===== src/rtl/emissor_medida_dht11.sv =====
// emissor_medida_dht11: serialises one humidity/temperature reading as a 5-byte DHT11-style
// frame on a UART line (LSB first, idle high). Build macro PARIDADE_EN adds an even-parity bit per byte.
//
// state    | meaning
// INICIAL  | idle, line high, waiting for transmite
// PREPARA  | one cycle: reset byte index, compute checksum
// START    | start bit (low) for PERIODO_BIT cycles
// DADOS    | 8 data bits, LSB first
// STOP     | stop bit (high) for PERIODO_BIT cycles
// PROXIMO  | one-cycle inter-byte gap, selects next byte or ends frame
// FINAL    | one cycle: pronto pulse
// PARIDADE | even parity bit (PARIDADE_EN builds only)
module emissor_medida_dht11 #(
    parameter int PERIODO_BIT = 434
) (
    input  logic        clock,
    input  logic        reset,
    input  logic        transmite,
    input  logic [15:0] umidade,
    input  logic [15:0] temperatura,
    output logic        tx_serial,
    output logic        ocupado,
    output logic        pronto,
    output logic [2:0]  db_estado
);

    localparam int CW = (PERIODO_BIT > 1) ? $clog2(PERIODO_BIT) : 1;
    localparam logic [CW-1:0] CNT_MAX = CW'(PERIODO_BIT - 1);
    localparam logic [CW-1:0] CNT_UM  = CW'(1);

    typedef enum logic [2:0] {
        INICIAL  = 3'd0,
        PREPARA  = 3'd1,
        START    = 3'd2,
        DADOS    = 3'd3,
        STOP     = 3'd4,
        PROXIMO  = 3'd5,
        FINAL    = 3'd6,
        PARIDADE = 3'd7
    } estado_t;

    estado_t       estado;
    estado_t       prox_estado;
    logic [CW-1:0] cnt_bit;
    logic [2:0]    idx_bit;
    logic [2:0]    idx_byte;
    logic [15:0]   umid_q;
    logic [15:0]   temp_q;
    logic [7:0]    checksum;
    logic [7:0]    byte_atual;
    logic          fim_bit;
    logic          em_bit;
    logic          tx_prox;

    assign fim_bit = (cnt_bit == CNT_MAX);
    assign em_bit  = (estado == START) || (estado == DADOS) ||
                     (estado == STOP)  || (estado == PARIDADE);

    always_comb begin
        byte_atual = 8'h00;
        case (idx_byte)
            3'd0:    byte_atual = umid_q[15:8];
            3'd1:    byte_atual = umid_q[7:0];
            3'd2:    byte_atual = temp_q[15:8];
            3'd3:    byte_atual = temp_q[7:0];
            3'd4:    byte_atual = checksum;
            default: byte_atual = 8'h00;
        endcase
    end

    // state register
    always_ff @(posedge clock or negedge reset) begin
        if (!reset) begin
            estado <= INICIAL;
        end else begin
            estado <= prox_estado;
        end
    end

    // next-state logic
    always_comb begin
        prox_estado = estado;
        unique case (estado)
            INICIAL: if (transmite) prox_estado = PREPARA;
            PREPARA: prox_estado = START;
            START:   if (fim_bit) prox_estado = DADOS;
            DADOS: begin
                if (fim_bit && (idx_bit == 3'd7)) begin
`ifdef PARIDADE_EN
                    prox_estado = PARIDADE;
`else
                    prox_estado = STOP;
`endif
                end
            end
`ifdef PARIDADE_EN
            PARIDADE: if (fim_bit) prox_estado = STOP;
`endif
            STOP:    if (fim_bit) prox_estado = PROXIMO;
            PROXIMO: prox_estado = (idx_byte == 3'd4) ? FINAL : START;
            FINAL:   prox_estado = INICIAL;
            default: prox_estado = INICIAL;
        endcase
    end

    // outputs; tx_prox is registered into tx_serial so the line never glitches
    always_comb begin
        tx_prox   = 1'b1;
        ocupado   = 1'b0;
        pronto    = 1'b0;
        db_estado = estado;
        unique case (estado)
            INICIAL:  tx_prox = 1'b1;
            PREPARA:  ocupado = 1'b1;
            START: begin
                ocupado = 1'b1;
                tx_prox = 1'b0;
            end
            DADOS: begin
                ocupado = 1'b1;
                tx_prox = byte_atual[idx_bit];
            end
            PARIDADE: begin
                ocupado = 1'b1;
                tx_prox = ^byte_atual;
            end
            STOP:     ocupado = 1'b1;
            PROXIMO:  ocupado = 1'b1;
            FINAL:    pronto  = 1'b1;
            default:  tx_prox = 1'b1;
        endcase
    end

    // bit timer, bit/byte indices, latched frame and line register
    always_ff @(posedge clock or negedge reset) begin
        if (!reset) begin
            cnt_bit   <= '0;
            idx_bit   <= '0;
            idx_byte  <= '0;
            umid_q    <= '0;
            temp_q    <= '0;
            checksum  <= '0;
            tx_serial <= 1'b1;
        end else begin
            if (em_bit && !fim_bit) begin
                cnt_bit <= cnt_bit + CNT_UM;
            end else begin
                cnt_bit <= '0;
            end

            if ((estado == DADOS) && fim_bit) begin
                idx_bit <= idx_bit + 3'd1;
            end else if (estado == START) begin
                idx_bit <= '0;
            end

            if ((estado == INICIAL) && transmite) begin
                umid_q <= umidade;
                temp_q <= temperatura;
            end

            if (estado == PREPARA) begin
                idx_byte <= '0;
                checksum <= umid_q[15:8] + umid_q[7:0] + temp_q[15:8] + temp_q[7:0];
            end else if ((estado == PROXIMO) && (idx_byte != 3'd4)) begin
                idx_byte <= idx_byte + 3'd1;
            end

            tx_serial <= tx_prox;
        end
    end

endmodule


===== config.mk =====
export PLATFORM = sky130hd
export DESIGN_NAME = emissor_medida_dht11
export DESIGN_NICKNAME = d
export VERILOG_FILES = /design/src/rtl/emissor_medida_dht11.sv
export SDC_FILE = /design/constraint.sdc
export NUM_CORES = 1
export LEC_CHECK = 0
export ABC_AREA = 0
export CAP_MARGIN = 15
export CORE_MARGIN = 2
export CORE_UTILIZATION = 57
export DETAILED_ROUTE_END_ITERATION = 6
export HOLD_SLACK_MARGIN = 0.05
export MAX_ROUTING_LAYER = met4
export PLACE_DENSITY = 0.9
export REMOVE_ABC_BUFFERS = 1
export SLEW_MARGIN = 30
export SYNTH_ARGS = -nofsm -noshare
export SYNTH_HDL_FRONTEND = slang
export SYNTH_SLANG_ARGS = --single-unit

===== constraint.sdc =====
create_clock -name clock -period 3.3 [get_ports clock]
set_input_delay 0.825 -clock clock [delete_from_list [all_inputs] [get_ports clock]]
set_output_delay 0.825 -clock clock [all_outputs]
set_load 0.01 [all_outputs]

==> flow_summary_export.csv, run 1 <==
group,metric,value,unit
run_status,status,"complete, but fails checks",
run_status,violations,"DRC",
timing,relSlewSlack,0.527,
cells_and_area,drive_above_1_share,0.134,
global_routing,use_met1,0.314,
clock_tree,clock_latency,0.35,ns
clock_tree,cts_resized,0,
clock_tree,ctsHoldBuffers,0,
setup_path,critPathKind,"reg2reg",
setup_path,rr_endpoint,"checksum[7]$_DFFE_PN0P_",
routing,viasPerCell,6.04,
global_routing,top_usage_layer,"met2",
logic_synthesis,yosysUniqueCellTypes,56,
global_routing,met3_usage,0.0435,
clock_tree,cts_setup_buffers,0,
timing,fin_tns_setup,0,ns
setup_path,crit_path_max_incr_delay,0.53,ns
die,io_pins,41,
setup_path,ff2ff_setup_slack,0.16,ns
logic_synthesis,ys_seq_elements,59,
timing,finalHoldViolCount,0,
clock_tree,cts_made_buffers,9,
clock_tree,root_buffer,"clkbuf_8",
setup_path,reg2regPathDepth,14,
logic_synthesis,synthArstFlopShare,1.00,
routing,drt_iter0_markers,298,
clock_tree,htreeDepth,3,
clock_tree,cts_tree,"yes",
timing,report.final.slew_viol_count,0,
clock_tree,clk_pin_slew,0.07,ns
placed_design,placed_area,0.00407,sq mm
routing,num_vias,2898,
placed_design,dpl.hpwl,5.65,mm
logic_synthesis,postSynthAreaPerCell,10.1,sq um
cells_and_area,multiInputGateArea,0.00192,sq mm
setup_path,worstSetupPathDepth,14,
global_routing,grt_use_total,0.263,
logic_synthesis,ys.flop_type,"dfrtp_1",
die,die_w,84.1,um
min_path,hp-class,"in2async",
die,core,0.00628,sq mm
cells_and_area,syn_to_final_growth,18.3,%
setup_path,required,3.51,ns
cells_and_area,regArea,0.00148,sq mm
global_routing,grt_pass1_wl,13.9,mm
logic_synthesis,yosysWarningCount,0,
routing,dr.pass1.iters,7,
setup_path,slowest_stage,"fa_1",
setup_path,crit_chain,"inv_1 > fa_1 > inv_1 > fa_1 > ha_1 > inv_1 > fa_1 > nor2b_1 > o21ai_0 > nand2b_1 > a21o_1 > a21oi_1 > xnor2_1 > o21ai_0",
routing,drt_wl_total,8.21,mm
die,start_util,0.583,
timing,worst_pin_slew,0.709,ns
power_and_ir_drop,total_power,1640,uW
die,fp-row-count,29,
timing,skew,0.00696,ns
global_routing,grt_pass1_vias,2935,
cells_and_area,fillCellCount,475,
cells_and_area,instances_no_fill,480,
setup_path,setup.worst_path.start_class,"flip-flop",
cells_and_area,layout_commonest_cell,"dfrtp_1",
power_and_ir_drop,p_per_area,379,mW/mm^2
routing,drc,2,
setup_path,setup.worst_path.start,"umid_q[1]$_DFFE_PN0P_",
setup_path,r2r-start,"umid_q[1]$_DFFE_PN0P_",
timing,timing.fmax,319,MHz
setup_path,end_kind,"flip-flop",
logic_synthesis,syn-instance-count,361,
timing,fin_crit,3.14,ns
logic_synthesis,seq_area_frac_synth,0.404,
job,cap_violations,0,
cells_and_area,final_cell_mix,"dfrtp_1, nand2_1, inv_1, clkdlybuf4s50_1, o21ai_0",
setup_path,critical_path_arrival,3.35,ns
setup_path,crit_end,"checksum[7]$_DFFE_PN0P_",
power_and_ir_drop,vdd_ir_drop_max,0.303,mV
placed_design,place_congestion,0.883,
cells_and_area,fin_area,0.00433,sq mm
setup_path,critical-path-top-delay-family,"adder cells",
global_routing,grt.overflow.total,0,
global_routing,grt_util_met2,0.437,
placed_design,placed_cells,464,
timing,period_share,0.951,
setup_path,timing.critical_path.buf_inv,3,
clock_tree,clockBufferDepth,2,
routing,wl_per_cell,17.1,um
die,die_area,0.00707,sq mm
power_and_ir_drop,power.leakage,0.00201,uW
cells_and_area,n_antenna_cell,0,
timing,setup_viol,0,
setup_path,cp_max_fo,2,
logic_synthesis,synth_edf_count,0,
global_routing,antenna_found_initial,0,
die,die_y,84.1,um
placed_design,port_buffers,40,
routing,ant_nets,0,
timing,rsz0062_at_grt,"false",
cells_and_area,final_util,0.689,
logic_synthesis,synth.cell_area,0.00366,sq mm
global_routing,grt_max_degree,37,
clock_tree,clock_sinks,59,
cells_and_area,fin_nets,463,
[layout make-up]
type / count / share of cell area
flip-flops and latches: 59 / 0.341
inverters: 40 / 0.0358
repair buffers: 43 / 0.0966
multi-input cells: 245 / 0.444
well taps: 77 / 0.0223
clock buffers: 12 / 0.0382
clock inverters: 4 / 0.0220
[power breakdown]
part / internal (uW) / leakage [uW] / switching, uW / total (uW)
clock: 562 / 0.000133 / 301 / 863
sequential: 723 / 0.000680 / 0 / 723
combinational: 35.2 / 0.00119 / 19.4 / 54.6
total: 1320 / 0.00201 / 320 / 1640
[how the worst min path moves through the flow]
stage	cells past startpoint	end	slack, ns	from
global placement	2	checksum[6]$_DFFE_PN0P_	0.47	checksum[6]$_DFFE_PN0P_
global route	1	cnt_bit[7]$_DFF_PN0_	0.49	reset
detailed placement	2	checksum[7]$_DFFE_PN0P_	0.48	checksum[7]$_DFFE_PN0P_
CTS	1	cnt_bit[7]$_DFF_PN0_	0.46	reset
floorplan	2	checksum[3]$_DFFE_PN0P_	0.45	checksum[3]$_DFFE_PN0P_
finish	1	db_estado[1]$_DFFE_PN0P_	0.45	reset
[per-layer routing]
layer / share of wire / up-vias
li1: - / 1325
met1: 0.41 / 1430
met2: 0.51 / 119
met3: 0.060 / 24
met4: 0.018 / 0
met5: 0 / -
[cells by family after synthesis]
group                      count (synthesis)  share of synthesized area
buffers and inverters                     57                     0.0712
xor gates and xnor gates                  20                     0.0479
muxes                                     18                     0.0561
and+or+nand+nor                           88                      0.111
adders and majority gates                 30                      0.131
DFF                                       59                      0.404
AOI/OAI and AO/OA                         89                      0.178
[flip-flops by register name (all words and copies together), names as in the netlist]
| name | flops |
|---|---|
| db_estado | 3 |
| checksum | 8 |
| idx_byte | 3 |
| temp_q | 16 |
| tx_serial | 1 |
| idx_bit | 3 |
| cnt_bit | 9 |
| umid_q | 16 |
[metrics by stage]
step                      setup slack (ns)  hold WS [ns]
after floorplan                      0.501         0.450
after global placement               0.399         0.466
after detailed placement             0.282         0.477
after CTS                            0.184         0.460
after global routing               0.00115         0.493
final                                0.162         0.450
[synth_stat cells, types with 2 or more instances]
master | count | area share
o21ai_0 | 32 | 0.044
o21ai_1 | 2 | 0.0027
dfrtp_1 | 58 | 0.40
xor2_1 | 7 | 0.017
and3_1 | 2 | 0.0034
clkbuf_1 | 9 | 0.0092
a22oi_1 | 6 | 0.012
a32oi_1 | 2 | 0.0048
nor3_1 | 4 | 0.0055
inv_1 | 39 | 0.040
mux2_2 | 16 | 0.049
buf_6 | 5 | 0.015
buf_2 | 3 | 0.0041
nand3_1 | 5 | 0.0068
a21oi_1 | 12 | 0.016
a21o_1 | 5 | 0.010
a22o_1 | 5 | 0.012
nand2_1 | 43 | 0.044
nor2b_1 | 3 | 0.0051
a222oi_1 | 7 | 0.019
ha_1 | 16 | 0.055
o31ai_2 | 2 | 0.0068
o21ai_2 | 2 | 0.0048
fa_1 | 14 | 0.077
nand4_1 | 3 | 0.0051
nor2_1 | 17 | 0.017
xnor2_1 | 13 | 0.031
No activity file was read; power rests on OpenSTA's default activity.
==> run 2: changes to the inputs <==
Settings changed: CORE_MARGIN 2 to 10.
==> run 2 against run 1 <==
  * The flow now finishes without violations
  * Largest cell class unchanged
  * Critical path depth is the same
  * Largest power group unchanged
  * Critical endpoint unchanged
  * Count of clock-buffer cells in the layout did not move
  * Utilization is 0.52 points lower
==> flow_summary_export.csv, run 2 (synthesis gave the netlist of run 1 again) <==
group,metric,value,unit
timing,relSlewSlack,0.541,
setup_path,crit_chain,"inv_1 > fa_1 > inv_1 > fa_1 > ha_1 > inv_1 > fa_1 > nor2b_1 > o21ai_0 > nand2b_1 > a21o_1 > a21oi_1 > xnor2_1 > o21ai_0",
cells_and_area,final_cell_mix,"dfrtp_1, nand2_1, inv_1, clkdlybuf4s50_1, o21ai_0",
global_routing,grt_use_total,0.172,
die,fp-row-count,29,
power_and_ir_drop,internal_power,1220,uW
global_routing,grt_pass1_vias,3025,
cells_and_area,layout_commonest_cell,"dfrtp_1",
clock_tree,htreeDepth,3,
clock_tree,root_buffer,"clkbuf_8",
power_and_ir_drop,switchingPower,307,uW
timing,period_share,0.935,
global_routing,met3_usage,0.0419,
clock_tree,cts_tree,"yes",
routing,drt_iter0_markers,188,
setup_path,r2r-start,"umid_q[1]$_DFFE_PN0P_",
global_routing,grt_pass1_wl,13.7,mm
placed_design,port_buffers,40,
power_and_ir_drop,vdd_ir_drop_max,0.348,mV
routing,wl_per_cell,17.1,um
power_and_ir_drop,p_per_area,356,mW/mm^2
global_routing,grt_util_met2,0.277,
die,start_util,0.583,
die,die_area,0.0100,sq mm
power_and_ir_drop,p_clk_frac,0.492,
setup_path,critPathKind,"reg2reg",
setup_path,setup.worst_path.start_class,"flip-flop",
timing,report.final.slew_viol_count,0,
clock_tree,cts_resized,0,
routing,ant_nets,0,
setup_path,end_kind,"flip-flop",
routing,drt_wl_total,8.20,mm
routing,dr.pass1.iters,5,
timing,fin_crit,3.09,ns
cells_and_area,fin_nets,463,
timing,rsz0062_at_grt,"false",
power_and_ir_drop,switching_share,0.200,
setup_path,critical_path_arrival,3.30,ns
power_and_ir_drop,seqPwrFrac,0.473,
timing,worst_pin_slew,0.689,ns
cells_and_area,largestRegisters,"temp_q: 16 flops, umid_q: 16 flops, cnt_bit: 9 flops",
die,core,0.00628,sq mm
global_routing,grt.overflow.total,0,
setup_path,crit_path_max_incr_delay,0.54,ns
routing,viasPerCell,5.95,
clock_tree,clk_pin_slew,0.07,ns
timing,finalHoldViolCount,0,
placed_design,place_congestion,0.919,
cells_and_area,fin_area,0.00430,sq mm
power_and_ir_drop,p_comb_frac,0.036,
routing,drc,0,
clock_tree,clock_sinks,59,
global_routing,use_met1,0.199,
timing,skew,0.00545,ns
setup_path,slowest_stage,"fa_1",
clock_tree,cts_setup_buffers,0,
setup_path,setup.worst_path.start,"umid_q[1]$_DFFE_PN0P_",
timing,setup_viol,0,
die,io_pins,41,
global_routing,grt_max_degree,41,
clock_tree,clock_latency,0.35,ns
cells_and_area,n_antenna_cell,0,
global_routing,antenna_found_initial,0,
routing,num_vias,2857,
min_path,hp-class,"in2async",
global_routing,top_usage_layer,"met2",
timing,timing.fmax,324,MHz
placed_design,dpl.hpwl,6.02,mm
job,cap_violations,0,
power_and_ir_drop,power.leakage,0.00199,uW
die,die_y,100,um
cells_and_area,syn_to_final_growth,17.4,%
timing,fin_tns_setup,0,ns
clock_tree,ctsHoldBuffers,0,
setup_path,required,3.52,ns
clock_tree,clockBufferDepth,2,
setup_path,cp_max_fo,2,
run_status,status,"completed",
placed_design,placed_area,0.00407,sq mm
clock_tree,cts_made_buffers,9,
die,die_w,100,um
cells_and_area,drive_above_1_share,0.132,
[run 2: worst max-delay path: cells and delay by family (launching register included)]
family / cells / cell delay [ns]
flops: 1 / 0.37
simple gates: 2 / 0.27
xor+xnor: 1 / 0.13
fa+ha+maj: 4 / 1.62
buf+inv: 3 / 0.19
compound gates: 4 / 0.37
[run 2: power groups by stage]
stage	Sequential [uW]	Combinational, uW	Clock [uW]
floorplan	737	0.393	0
finish	723	54.6	753
global route	723	59.9	786
detailed placement	737	55.8	0
CTS	723	56.1	758
global placement	737	54.6	0
[run 2: area by class of cell]
class / count / area, sq um
Clock buffer: 12 / 155
Clock inverter: 4 / 72.6
Fill cell: 476 / 1980
Inverter: 40 / 155
Multi-Input combinational cell: 245 / 1920
Sequential cell: 59 / 1480
Tap cell: 77 / 96.3
Timing Repair Buffer: 43 / 418
[run 2: worst paths after layout]
kind,depth (start not counted),slack [ns],end
worst max-delay path,14,0.21,checksum[7]$_DFFE_PN0P_
worst min-delay path,1,0.42,temp_q[8]$_DFFE_PN0P_
worst max register to register,14,0.21,checksum[7]$_DFFE_PN0P_
worst min register to register,2,0.48,checksum[7]$_DFFE_PN0P_
max in group asynchronous,2,2.00,tx_serial$_DFF_PN1_
min in group clock,2,0.48,checksum[7]$_DFFE_PN0P_
[run 2: stage by stage]
stage               utilization  std cells  hold WS [ns]  power, uW  setup slack, ns
floorplan                     -        344         0.450        737            0.501
global placement          0.648        464         0.465        791            0.401
detailed placement        0.648        464         0.470        792            0.248
CTS                       0.684        480         0.432       1540            0.238
global route              0.684        480         0.458       1570           0.0260
finish                    0.684        480         0.425       1530            0.215
[run 2: layer usage]
metal	wire length, um	part of all wire
met1	3490	0.43
met2	4080	0.50
met3	436	0.053
met4	191	0.023
met5	0	0
==> run 3: changes to the inputs <==
Settings changed: RECOVER_POWER set to 50.
==> run 3 against run 2 <==
  * Sequential power is essentially flat
  * Final area about the same
  * Clock skew hardly changed
  * Largest cell class unchanged
  * Largest power group unchanged
  * Highest routed layer unchanged
==> flow_summary_export.csv, run 3 (synthesis gave the netlist of run 1 again) <==
group,metric,value,unit
die,start_util,0.583,
min_path,hp-class,"reg2reg",
routing,viasPerCell,5.90,
placed_design,place_congestion,0.919,
clock_tree,htreeDepth,3,
routing,drt_iter0_markers,208,
clock_tree,cts_setup_buffers,0,
setup_path,ff2ff_setup_slack,0.21,ns
timing,timing.fmax,324,MHz
setup_path,r2r-start,"umid_q[1]$_DFFE_PN0P_",
clock_tree,ctsHoldBuffers,0,
die,io_pins,41,
run_status,status,"completed",
cells_and_area,fin_nets,463,
setup_path,required,3.52,ns
clock_tree,clk_pin_slew,0.07,ns
setup_path,critical_path_arrival,3.30,ns
timing,period_share,0.935,
power_and_ir_drop,p_clk_frac,0.492,
power_and_ir_drop,power.leakage,0.00198,uW
setup_path,setup.worst_path.start_class,"flip-flop",
placed_design,dpl.hpwl,6.02,mm
routing,wl_per_cell,17.1,um
power_and_ir_drop,total_power,1530,uW
setup_path,rr_endpoint,"checksum[7]$_DFFE_PN0P_",
die,die_y,100,um
die,die_w,100,um
cells_and_area,n_antenna_cell,0,
job,cap_violations,0,
routing,dr.pass1.iters,5,
timing,rsz0062_at_grt,"false",
cells_and_area,largestRegisters,"temp_q: 16 flops, umid_q: 16 flops, cnt_bit: 9 flops",
setup_path,end_kind,"flip-flop",
power_and_ir_drop,p_comb_frac,0.035,
timing,report.final.slew_viol_count,0,
clock_tree,cts_resized,0,
cells_and_area,layout_commonest_cell,"dfrtp_1",
routing,drc,0,
min_path,holdPathEnd,"checksum[7]$_DFFE_PN0P_",
timing,fin_crit,3.09,ns
timing,setup_viol,0,
power_and_ir_drop,vdd_ir_drop_max,0.348,mV
min_path,min_from,"checksum[7]$_DFFE_PN0P_",
power_and_ir_drop,switching_share,0.200,
timing,finalHoldViolCount,0,
timing,skew,0.00554,ns
timing,worst_pin_slew,1.10,ns
clock_tree,cts_tree,"yes",
timing,fin_tns_setup,0,ns
die,die_area,0.0100,sq mm
setup_path,reg2regPathDepth,14,
global_routing,grt_pass1_vias,3025,
clock_tree,root_buffer,"clkbuf_8",
routing,ant_nets,0,
global_routing,grt_use_total,0.172,
cells_and_area,syn_to_final_growth,17.3,%
setup_path,cp_max_fo,2,
routing,drt_wl_total,8.21,mm
cells_and_area,final_util,0.684,
global_routing,grt.overflow.total,0,
placed_design,port_buffers,40,
timing,relSlewSlack,0.264,
clock_tree,clock_latency,0.35,ns
cells_and_area,drive_above_1_share,0.129,
min_path,worstHoldPathCells,2,
routing,num_vias,2831,
die,core,0.00628,sq mm
clock_tree,clockBufferDepth,2,
power_and_ir_drop,switchingPower,306,uW
power_and_ir_drop,p_per_area,356,mW/mm^2
global_routing,antenna_found_initial,0,
clock_tree,cts_made_buffers,9,
die,fp-row-count,29,
global_routing,grt_pass1_wl,13.7,mm
cells_and_area,final_cell_mix,"dfrtp_1, nand2_1, inv_1, clkdlybuf4s50_1, o21ai_0",
global_routing,grt_max_degree,41,
power_and_ir_drop,seqPwrFrac,0.473,
clock_tree,clock_sinks,59,
power_and_ir_drop,internal_power,1220,uW
setup_path,critPathKind,"reg2reg",
## run 3: cell types whose count changed in the layout (fill, tap and decap cells not counted), sizes merged
cell,delta
buf,-2
clkbuf,+2
## run 3: worst max-delay path: stages, from the launching register on
cell      delay (ns)
dfrtp_1         0.36
inv_1           0.08
fa_1            0.54
inv_1           0.05
fa_1            0.51
ha_1            0.17
inv_1           0.06
fa_1            0.40
nor2b_1         0.15
o21ai_0         0.09
nand2b_1        0.12
a21o_1          0.12
a21oi_1         0.08
xnor2_1         0.13
o21ai_0         0.08
## run 3: stage by stage
| stage | hold WS (ns) | std cells | cell area [sq um] | worst slack (ns) |
|---|---|---|---|---|
| final | 0.485 | 480 | 4290 | 0.214 |
| after global routing | 0.512 | 480 | 4290 | 0.0260 |
| after CTS | 0.432 | 480 | 4300 | 0.238 |
| after detailed placement | 0.470 | 464 | 4070 | 0.248 |
| after global placement | 0.465 | 464 | 4070 | 0.401 |
| after floorplan | 0.450 | 344 | 3550 | 0.501 |
## run 3: worst max-delay path by stage
stage                                from                 endpoint  depth (start not counted)
floorplan           umid_q[1]$_DFFE_PN0P_  checksum[7]$_DFFE_PN0P_                         14
global placement    umid_q[1]$_DFFE_PN0P_  checksum[7]$_DFFE_PN0P_                         14
detailed placement  umid_q[1]$_DFFE_PN0P_  checksum[7]$_DFFE_PN0P_                         14
CTS                 umid_q[1]$_DFFE_PN0P_  checksum[7]$_DFFE_PN0P_                         14
global route        umid_q[1]$_DFFE_PN0P_  checksum[7]$_DFFE_PN0P_                         14
finish              umid_q[1]$_DFFE_PN0P_  checksum[7]$_DFFE_PN0P_                         14
## run 3: routing by layer
metal  track usage  share of wire
met1         0.199           0.43
met4        0.0815          0.023
met3        0.0419          0.051
met2         0.277           0.50
met5             -              0
## run 3: final cells by class
cell class	instances	area (sq um)
Fill cell	478	1990
Multi-Input combinational cell	245	1920
Sequential cell	59	1480
Timing Repair Buffer	43	414
Clock buffer	12	155
Inverter	40	155
Tap cell	77	96.3
Clock inverter	4	72.6
## run 3: power groups by stage
stage	registers [uW]	clock network [uW]	logic, uW
floorplan	737	0	0.393
CTS	723	758	56.1
global placement	737	0	54.6
global route	723	786	59.1
detailed placement	737	0	55.8
finish	723	752	54.0
